$ cat config.mk
export PLATFORM = sky130hd
export DESIGN_NAME = sram_arbiter
export DESIGN_NICKNAME = d
export VERILOG_FILES = /design/src/rtl/sram_arb_pkg.sv /design/src/rtl/sram_arb_select.sv /design/src/rtl/sram_arbiter.sv
export SDC_FILE = /design/constraint.sdc
export NUM_CORES = 1
export LEC_CHECK = 0
export ABC_AREA = 1
export CAP_MARGIN = 15
export CELL_PAD_IN_SITES_DETAIL_PLACEMENT = 1
export CELL_PAD_IN_SITES_GLOBAL_PLACEMENT = 1
export CORE_MARGIN = 2
export CORE_UTILIZATION = 33
export CTS_CLUSTER_DIAMETER = 50
export CTS_CLUSTER_SIZE = 30
export DETAILED_ROUTE_END_ITERATION = 8
export PLACE_DENSITY = 0.92
export SETUP_SLACK_MARGIN = 0.15
export SLEW_MARGIN = 20
export SYNTH_ARGS = -nofsm -noshare
export SYNTH_HDL_FRONTEND = slang
export SYNTH_HIERARCHICAL = 1
export SYNTH_SLANG_ARGS = --single-unit
$ cat constraint.sdc
create_clock -name Clk -period 3.4 [get_ports Clk]
set_input_delay 0.51 -clock Clk [delete_from_list [all_inputs] [get_ports Clk]]
set_output_delay 0.51 -clock Clk [all_outputs]
set_load 0.005 [all_outputs]
$ cat src/rtl/sram_arb_pkg.sv
// Shared types and constants for the eLC-3 SRAM arbiter.
package sram_arb_pkg;
  localparam int         CNT_W   = 4;
  localparam logic [6:0] IO_PAGE = 7'h7F;

  typedef enum logic [1:0] {IDLE, SETUP, STROBE, HOLD} state_t;
  typedef enum logic {PORT_CPU, PORT_VID} port_t;
endpackage

$ cat src/rtl/sram_arb_select.sv
// Winner selection between CPU and video, with the CPU starvation counter.
module sram_arb_select
  import sram_arb_pkg::*;
#(
  parameter int STARVE_LIMIT = 3
) (
  input  logic clk,
  input  logic rst_n,
  input  logic cpu_req,
  input  logic vid_req,
  input  logic grant,
  output logic vid_win
);
  logic [CNT_W-1:0] starve_q;

  // Video wins unless the CPU has been passed over STARVE_LIMIT times in a row.
  assign vid_win = vid_req && !(cpu_req && (starve_q == CNT_W'(STARVE_LIMIT)));

  always_ff @(posedge clk or negedge rst_n) begin
    if (!rst_n) begin
      starve_q <= '0;
    end else if (grant) begin
      if (!vid_win) begin
        starve_q <= '0;
      end else if (cpu_req && (starve_q != '1)) begin
        starve_q <= starve_q + 1'b1;
      end
    end
  end
endmodule

$ cat src/rtl/sram_arbiter.sv
// Shares the single 64K x 16 SRAM between CPU and video with a setup/strobe/hold access.
// Optional: SRAM_ARB_MMIO_BYPASS_EN makes CPU device-page accesses skip the SRAM.
module sram_arbiter
  import sram_arb_pkg::*;
#(
  parameter int ACCESS_CYCLES = 2,
  parameter int STARVE_LIMIT  = 3
) (
  input  logic        Clk,
  input  logic        Reset_N,
  input  logic        Cpu_Req,
  input  logic        Cpu_R_W,
  input  logic [15:0] Cpu_Addr,
  input  logic [15:0] Cpu_WData,
  output logic [15:0] Cpu_RData,
  output logic        Cpu_Ack,
  input  logic        Vid_Req,
  input  logic        Vid_R_W,
  input  logic [15:0] Vid_Addr,
  input  logic [15:0] Vid_WData,
  output logic [15:0] Vid_RData,
  output logic        Vid_Ack,
  output logic        Mem_CE,
  output logic        Mem_OE,
  output logic        Mem_WE,
  output logic [19:0] Mem_Addr,
  output logic [15:0] Mem_WData,
  input  logic [15:0] Mem_RData,
  output logic        Busy
);
  state_t           state_q, state_nxt;
  port_t            port_q, winner, port_eff;
  logic             vid_win, grant, sram_grant, bypass, is_io;
  logic             rw_q, sel_rw, rw_eff;
  logic             ce_nxt, oe_nxt, we_nxt;
  logic [CNT_W-1:0] cnt_q;
  logic [15:0]      addr_q, wdata_q;

  sram_arb_select #(.STARVE_LIMIT(STARVE_LIMIT)) u_select (
    .clk     (Clk),
    .rst_n   (Reset_N),
    .cpu_req (Cpu_Req),
    .vid_req (Vid_Req),
    .grant   (sram_grant),
    .vid_win (vid_win)
  );

  assign winner = vid_win ? PORT_VID : PORT_CPU;
  assign sel_rw = vid_win ? Vid_R_W : Cpu_R_W;

`ifdef SRAM_ARB_MMIO_BYPASS_EN
  assign is_io = (Cpu_Addr[15:9] == IO_PAGE);
`else
  assign is_io = 1'b0;
`endif

  assign Busy      = (state_q != IDLE);
  assign Mem_Addr  = {4'b0000, addr_q};
  assign Mem_WData = wdata_q;

  always_comb begin
    state_nxt  = state_q;
    grant      = 1'b0;
    sram_grant = 1'b0;
    bypass     = 1'b0;
    case (state_q)
      IDLE: begin
        if (Cpu_Req || Vid_Req) begin
          grant = 1'b1;
          // Device-page CPU accesses never touch the SRAM or the starve counter.
          if ((winner == PORT_CPU) && is_io) begin
            bypass    = 1'b1;
            state_nxt = HOLD;
          end else begin
            sram_grant = 1'b1;
            state_nxt  = SETUP;
          end
        end
      end
      SETUP:   state_nxt = STROBE;
      STROBE:  if (cnt_q == '0) state_nxt = HOLD;
      HOLD:    state_nxt = IDLE;
      default: state_nxt = IDLE;
    endcase
  end

  // Strobes and acks are registered, so they are derived from the next state.
  always_comb begin
    rw_eff   = grant ? sel_rw : rw_q;
    port_eff = grant ? winner : port_q;
    ce_nxt   = 1'b0;
    oe_nxt   = 1'b0;
    we_nxt   = 1'b0;
    case (state_nxt)
      SETUP: begin
        ce_nxt = 1'b1;
        oe_nxt = rw_eff;
      end
      STROBE: begin
        ce_nxt = 1'b1;
        oe_nxt = rw_eff;
        we_nxt = ~rw_eff;
      end
      HOLD:    ce_nxt = (state_q == STROBE);
      default: ;
    endcase
  end

  always_ff @(posedge Clk or negedge Reset_N) begin
    if (!Reset_N) begin
      state_q   <= IDLE;
      port_q    <= PORT_CPU;
      rw_q      <= 1'b0;
      cnt_q     <= '0;
      addr_q    <= '0;
      wdata_q   <= '0;
      Mem_CE    <= 1'b0;
      Mem_OE    <= 1'b0;
      Mem_WE    <= 1'b0;
      Cpu_Ack   <= 1'b0;
      Vid_Ack   <= 1'b0;
      Cpu_RData <= '0;
      Vid_RData <= '0;
    end else begin
      state_q <= state_nxt;
      Mem_CE  <= ce_nxt;
      Mem_OE  <= oe_nxt;
      Mem_WE  <= we_nxt;
      Cpu_Ack <= (state_nxt == HOLD) && (port_eff == PORT_CPU);
      Vid_Ack <= (state_nxt == HOLD) && (port_eff == PORT_VID);
      if (grant) begin
        port_q <= winner;
        rw_q   <= sel_rw;
      end
      if (sram_grant) begin
        addr_q  <= vid_win ? Vid_Addr : Cpu_Addr;
        wdata_q <= vid_win ? Vid_WData : Cpu_WData;
      end
      if (state_q == SETUP) begin
        cnt_q <= CNT_W'(ACCESS_CYCLES - 1);
      end else if ((state_q == STROBE) && (cnt_q != '0)) begin
        cnt_q <= cnt_q - 1'b1;
      end
      if (bypass) begin
        Cpu_RData <= '0;
      end
      if ((state_q == STROBE) && (cnt_q == '0) && rw_q) begin
        if (port_q == PORT_CPU) Cpu_RData <= Mem_RData;
        else                    Vid_RData <= Mem_RData;
      end
    end
  end
endmodule

==> flow_metrics.env <==
export IMPL_start_kind="primary input"
export IMPL_place_congestion=0.786
export IMPL_antenna_cells=0
export IMPL_grt_pass1_wl_um=20000
export IMPL_cts_num_sinks=81
export IMPL_cp_max_fo=33
export IMPL_synth_area_mux_share_pct=0
export IMPL_yosys_area_share_simple_pct=24.1
export IMPL_drt_total_wl_um=12000
export IMPL_drive_gt1_share_pct=4.91
export IMPL_path_clk_slew_ns=0.06
export IMPL_synth_compound_area_share_pct=11.7
export IMPL_cp_end_kind="flip-flop"
export IMPL_ioPinCount=160
export IMPL_leakage_nw=2.56
export IMPL_fin_crit_sh_pct=63.4
export IMPL_grt_ovfl_total=0
export IMPL_power_density_nw_per_um2=847
export IMPL_dp_cells=715
export IMPL_synth_area_leaders="dfrtp_1, nand2_1, nor2_1"
export IMPL_postCtsHoldBufs=0
export IMPL_die_w_um=111
export IMPL_tns_ns=0
export IMPL_setup_viol=0
export IMPL_arrival_ns=2.41
export IMPL_clk_latency_ns=0.33
export IMPL_vias=3571
export IMPL_synthDistinctLibCells=24
export IMPL_period_needed_ns=2.16
export IMPL_portBuffers=155
export IMPL_hp_class="in2async"
export IMPL_drt_initial_drc_count=115
export IMPL_rsz0062_at_grt="no"
export IMPL_cp_required_ns=3.65
export IMPL_yosysWarnings=6
export IMPL_cts_root_buf="clkbuf_16"
export IMPL_dp_final_hpwl_um=9080
export IMPL_status="completed"
export IMPL_synthAdderAreaFrac_pct=3.32
export IMPL_busiest_layer="met2"
export IMPL_finalPower_mw=4.82
export IMPL_gr_usage_met3_pct=6.12
export IMPL_report_final_slew_viol_count=0
export IMPL_htree_levels=3
export IMPL_grt_max_degree=82
export IMPL_ys_seq_area_share_pct=53.9
export IMPL_fin_skew_ns=0.00668
export IMPL_initial_core_util_pct=34.3
export IMPL_ant_nets=0
export IMPL_synth_top_area_share_pct=53.9
export IMPL_maxCapViolCount=0
export IMPL_synth_seq_cells=81
export IMPL_die_h_um=111
export IMPL_fmax_mhz=464
export IMPL_route_detailed_drc=0
export IMPL_routed_via_density=4.89
export IMPL_synth_top_family_by_area="simple AND/OR/NAND/NOR gates"
export IMPL_path_class="in2reg"
export IMPL_finalNonFillerCells=731
export IMPL_post_drt_wl_per_cell_um=16.4
export IMPL_synthXorXnorAreaFrac_pct=0.465
export IMPL_area_delta_synth_final_pct=51.1
export IMPL_mappedNetlistArea_um2=3760
export IMPL_ir_worst_vdd_uv=381
export IMPL_grtUsageTotal_pct=20.5
export IMPL_first_pass_iters=7
export IMPL_numCtsBuffers=9
export IMPL_fin_nets=682
export IMPL_cts_tree="built"
export IMPL_postSynthCellCount=438
export IMPL_dieArea_um2=12300
export IMPL_final_util_pct=51.8
export IMPL_cts_path_max_buffers=2
export IMPL_grt_pass1_vias=3965
export IMPL_slew_headroom_pct=50.9
export IMPL_core_area_um2=11000
export IMPL_worst_slew_pin_slew_ns=0.736
export IMPL_antenna_found_initial=0
export IMPL_use_met2_pct=35.7
export IMPL_yosys_area_top_type="dfrtp_1"
export IMPL_avgSynthCellArea_um2=8.59
export IMPL_cts_resized=0
export IMPL_use_met1_pct=23.6
export IMPL_rows=38
export IMPL_final_hold_violation_count=0
export IMPL_post_cts_buffers=0
==> final timing paths <==
check                                            startpoint                         to  slack [ns]  cells after the start
setup / recovery                                    Cpu_Req           Mem_WE$_DFF_PN0_        1.24                     13
hold / removal                                      Reset_N  Cpu_RData[10]$_DFFE_PN0P_        0.22                      1
setup reg to reg           u_select/starve_q[0]$_DFFE_PN0P_           Mem_WE$_DFF_PN0_        1.26                     13
hold reg to reg                    Mem_WData[8]$_DFFE_PN0P_   Mem_WData[8]$_DFFE_PN0P_        0.48                      2
max in group asynchronous                           Reset_N   Mem_WData[0]$_DFFE_PN0P_        2.68                      1
min in group Clk                   Mem_WData[8]$_DFFE_PN0P_   Mem_WData[8]$_DFFE_PN0P_        0.48                      2
==> routing by layer <==
metal  share of wire [%]  vias up
li1                    -     1694
met1                  40     1714
met2                  50      145
met3                 7.6       18
met4                 1.9        0
met5                   0        -
==> sequential cells by signal, indices dropped and copies added, names as in the netlist <==
name,count
Cpu_Ack,1
Cpu_RData,16
Mem_CE,1
Mem_OE,1
Mem_WData,16
Mem_WE,1
Vid_Ack,1
Vid_RData,16
addr_q,16
cnt_q,4
port_q,1
rw_q,1
state_q,2
u_select/starve_q,4
==> metrics by stage <==
stage               hold WS (ns)  area [um2]  worst slack (ns)
floorplan                  0.214        3770              1.72
global placement           0.466        5390              1.06
detailed placement         0.472        5390             0.903
CTS                        0.397        5680              1.25
global route               0.277        5690              1.01
finish                     0.218        5690              1.24
==> report_power, final <==
group          internal, mW  leakage, nW  switching [mW]  total [mW]
Combinational          1.12         1.45            1.00        2.12
Sequential             1.43        0.970           0.316        1.74
Clock                 0.587        0.144           0.363       0.950
Total                  3.13         2.56            1.68        4.82
==> synthesized netlist by cell type (all sizes together) <==
master and instances:
a21oi 2, buf 16, clkbuf 9, conb 1
dfrtp 81, ha 10, inv 26, nand2 130
nand3 9, nand4 5, nor2 77, nor3 1
o21ai 37, o31ai 32, xor2 2
==> critical path: stages <==
cell and delay, ns:
clkdlybuf4s50_1 0.49, nand2_1 0.12, inv_1 0.05, nand2_2 0.07
nand2_2 0.07, inv_2 0.20, inv_1 0.06, buf_4 0.24
nand2_1 0.11, nand2_1 0.04, o21ai_0 0.22, inv_1 0.08
nor2_1 0.12
==> cell usage in the layout (no fill, tap or decap) <==
master / Yosys / routed
nor2_4: 3 / 3
buf_4: 6 / 4
nand2_1: 127 / 127
o21ai_0: 36 / 36
inv_2: 2 / 2
buf_6: 2 / 1
conb_1: 1 / 4
nand3_2: 1 / 1
clkbuf_1: 6 / 3
o31ai_1: 32 / 32
clkbuf_16: 0 / 9
nand3_1: 8 / 8
nand2_2: 3 / 3
dfrtp_1: 81 / 81
nor2_1: 74 / 74
inv_1: 24 / 24
xor2_1: 2 / 2
clkinv_2: 0 / 2
clkdlybuf4s50_1: 0 / 154
bufinv_16: 0 / 1
ha_1: 10 / 10
a21oi_1: 2 / 2
o21ai_4: 0 / 1
nand4_1: 4 / 4
clkbuf_8: 0 / 1
nand4_4: 1 / 1
nor3_1: 1 / 1
==> kinds of logic (layout without fill, tap and decap cells) <==
family                   Yosys count  in the layout
XOR/XNOR                           2              2
adder cells (fa/ha/maj)           10             10
AND/OR/NAND/NOR                  222            222
AO/OA/AOI/OAI                     71             71
other                              1              4
flip-flops                        81             81
buffers and inverters             51            201
==> layout make-up <==
class	instances	area [um2]
repair buffers	159	1580
well taps	140	175
clock inverters	3	40.0
multi-input cells	309	1510
fillers	1274	5300
flip-flops and latches	81	2030
inverters	26	97.6
clock buffers	13	250
(Power assumes the default switching activity.)
==> RTL change: new RTL, same settings <==
Add a define of `SRAM_ARB_MMIO_BYPASS_EN`.
--- a/src/rtl/sram_arbiter.sv
+++ b/src/rtl/sram_arbiter.sv
@@ -1,5 +1,7 @@
 // Shares the single 64K x 16 SRAM between CPU and video with a setup/strobe/hold access.
 // Optional: SRAM_ARB_MMIO_BYPASS_EN makes CPU device-page accesses skip the SRAM.
+`define SRAM_ARB_MMIO_BYPASS_EN
+
 module sram_arbiter
   import sram_arb_pkg::*;
 #(
Behaviour: not the same (a bounded check fails within 4 cycles, from zero or initial values and one cycle with Reset_N low).
==> RTL change against the unedited design <==
- sequential cell count unchanged
- synthesized area up 8.5%
- combinational power up 3%
- final area up 5.0%
- setup slack worse by 340 ps
- sequential share of layout area down 1.7 points
- power up 0.59%
- routed wire length up 8.2%
- largest cell class unchanged
==> RTL change: results (changes against the unedited design) <==
- Outcome: finished, final reports clean
- Crit path to: Mem_CE
- Via count: 4057 (+14%)
- DR pass1 iterations: 4 (-3)
- Reg-to-reg slack, setup: 920 ps (-340 ps)
- Share of cells above drive strength 1: 5.397% (+0.49 points)
- Nets: 759 (+11%)
- Worst-case vdd ir drop: 283.8 uV (-25%)
- Commonest cells post-synth: 247 x nand2_1, 86 x nand3_1, 81 x dfrtp_1
- Total Routing Usage GR: 20.17% (-0.29 points)
- R2R Path Start: u_select/starve_q[0]
- Worst Reg-to-Reg Cells: 14 (+1)
- Synth top area cells: dfrtp_1 50%, nand2_1 23%, nand3_1 11%, ha_1 3.1%, inv_1 1.7%
- CP startpoint: Cpu_Req
- Placed inst area: 0.005680 mm^2 (+5.4%)
- Global-route wire length before repair: 20980 um (+4.9%)
- Critical Path AT: 2760 ps (+350 ps)
- Clk_skew: 5.785 ps (-0.8944 ps)
- # H-tree levels: 3 (unchanged)
- Leakage: 0.002969 uW (+16%)
- CTS Root Cell: clkbuf_16
- Synth cell types: 28 (+17%)
- Crit path largest cell delay: 520 ps (+30 ps)
- Final HPWL from detailed placement: 9663 um (+6.5%)
- Relative slew margins: 50.00% (-0.94 points)
- Hold crit path type: input pin to async pin
- Gp weighted congestion: 0.7882 (+0.27%)
- Vias in the first global route: 4340 (+9.5%)
- Initial DRC count: 277 (+140%)
- Slowest-stage cell, CP: clkdlybuf4s50_1
- Post-synthesis sequential area ratio: 49.65% (-4.2 points)
- Ys async rst share: 100.0% (unchanged)
- Drt total wl: 12960 um (+8.2%)
RTL change: cell types whose count changed in the layout (fill, tap and decap cells not counted), sizes merged, moves of 2 or more:
cell	delta
nand2	+125
nand3	+79
nor2	-62
o21ai	-32
o31ai	-32
a21oi	+4
inv	-4
buf	-2
RTL change: worst min-delay path by stage:
stage | from | to | depth (start not counted)
2_1_floorplan | Reset_N | Cpu_Ack | 0
4_1_cts | Reset_N | rw_q | 1
5_1_grt | Reset_N | Vid_RData[4] | 1
6_report | Reset_N | Vid_RData[0] | 1
3_5_place_dp | addr_q[5] | addr_q[5] | 2
3_3_place_gp | Vid_RData[11] | Vid_RData[11] | 2
RTL change: area by class of cell:
cell class | instances | area [um^2]
inverters | 22 | 85.08
multi-input cells | 392 | 1794
clock inverters | 2 | 12.51
well taps | 168 | 210.2
repair buffers | 157 | 1568
fillers | 1459 | 6095
clock buffers | 13 | 270.3
flip-flops and latches | 81 | 2027
RTL change: per-layer routing:
metal | global-route usage [%] | vias to the layer above | wire (um)
met3 | 5.219 | 25 | 817
li1 | - | 1923 | -
met4 | 9.398 | 2 | 318
met1 | 22.74 | 1950 | 5373
met2 | 35.69 | 157 | 6398
met5 | 0 | - | 46
RTL change: worst register-to-register path: cells and delay by family, from the launching register on:
kind,cells,cell delay (ps)
fa+ha+maj,2,490
simple gates,7,640
buf+inv,3,390
compound gates,2,450
flops,1,420
RTL change: metrics by stage:
| stage | power, uW | setup WS (ps) | instances | hold slack [ps] |
|---|---|---|---|---|
| after floorplan | 2712 | 1455 | 524 | 214.4 |
| after global placement | 3776 | 704.0 | 820 | 452.1 |
| after detailed placement | 3948 | 543.5 | 820 | 457.2 |
| after CTS | 4900 | 883.5 | 835 | 387.6 |
| after global routing | 5232 | 627.1 | 835 | 257.3 |
| final | 4843 | 900.3 | 835 | 199.3 |
RTL change: power breakdown:
part	leakage, uW	internal (uW)	switching [uW]
Clock	0.000138	550	379
Sequential	0.00100	1420	320
Combinational	0.00183	1120	1060
Total	0.00297	3080	1760
RTL change: cell families (layout without fill, tap and decap cells):
family	Yosys count	after routing	synth area share, %
other	1	4	0.09185
DFF	81	81	49.65
xor gates and xnor gates	2	2	0.4291
AOI/OAI and AO/OA	11	11	1.348
adders and majority gates	10	10	3.065
and+or+nand+nor	365	365	38.74
buffers and inverters	51	194	6.681
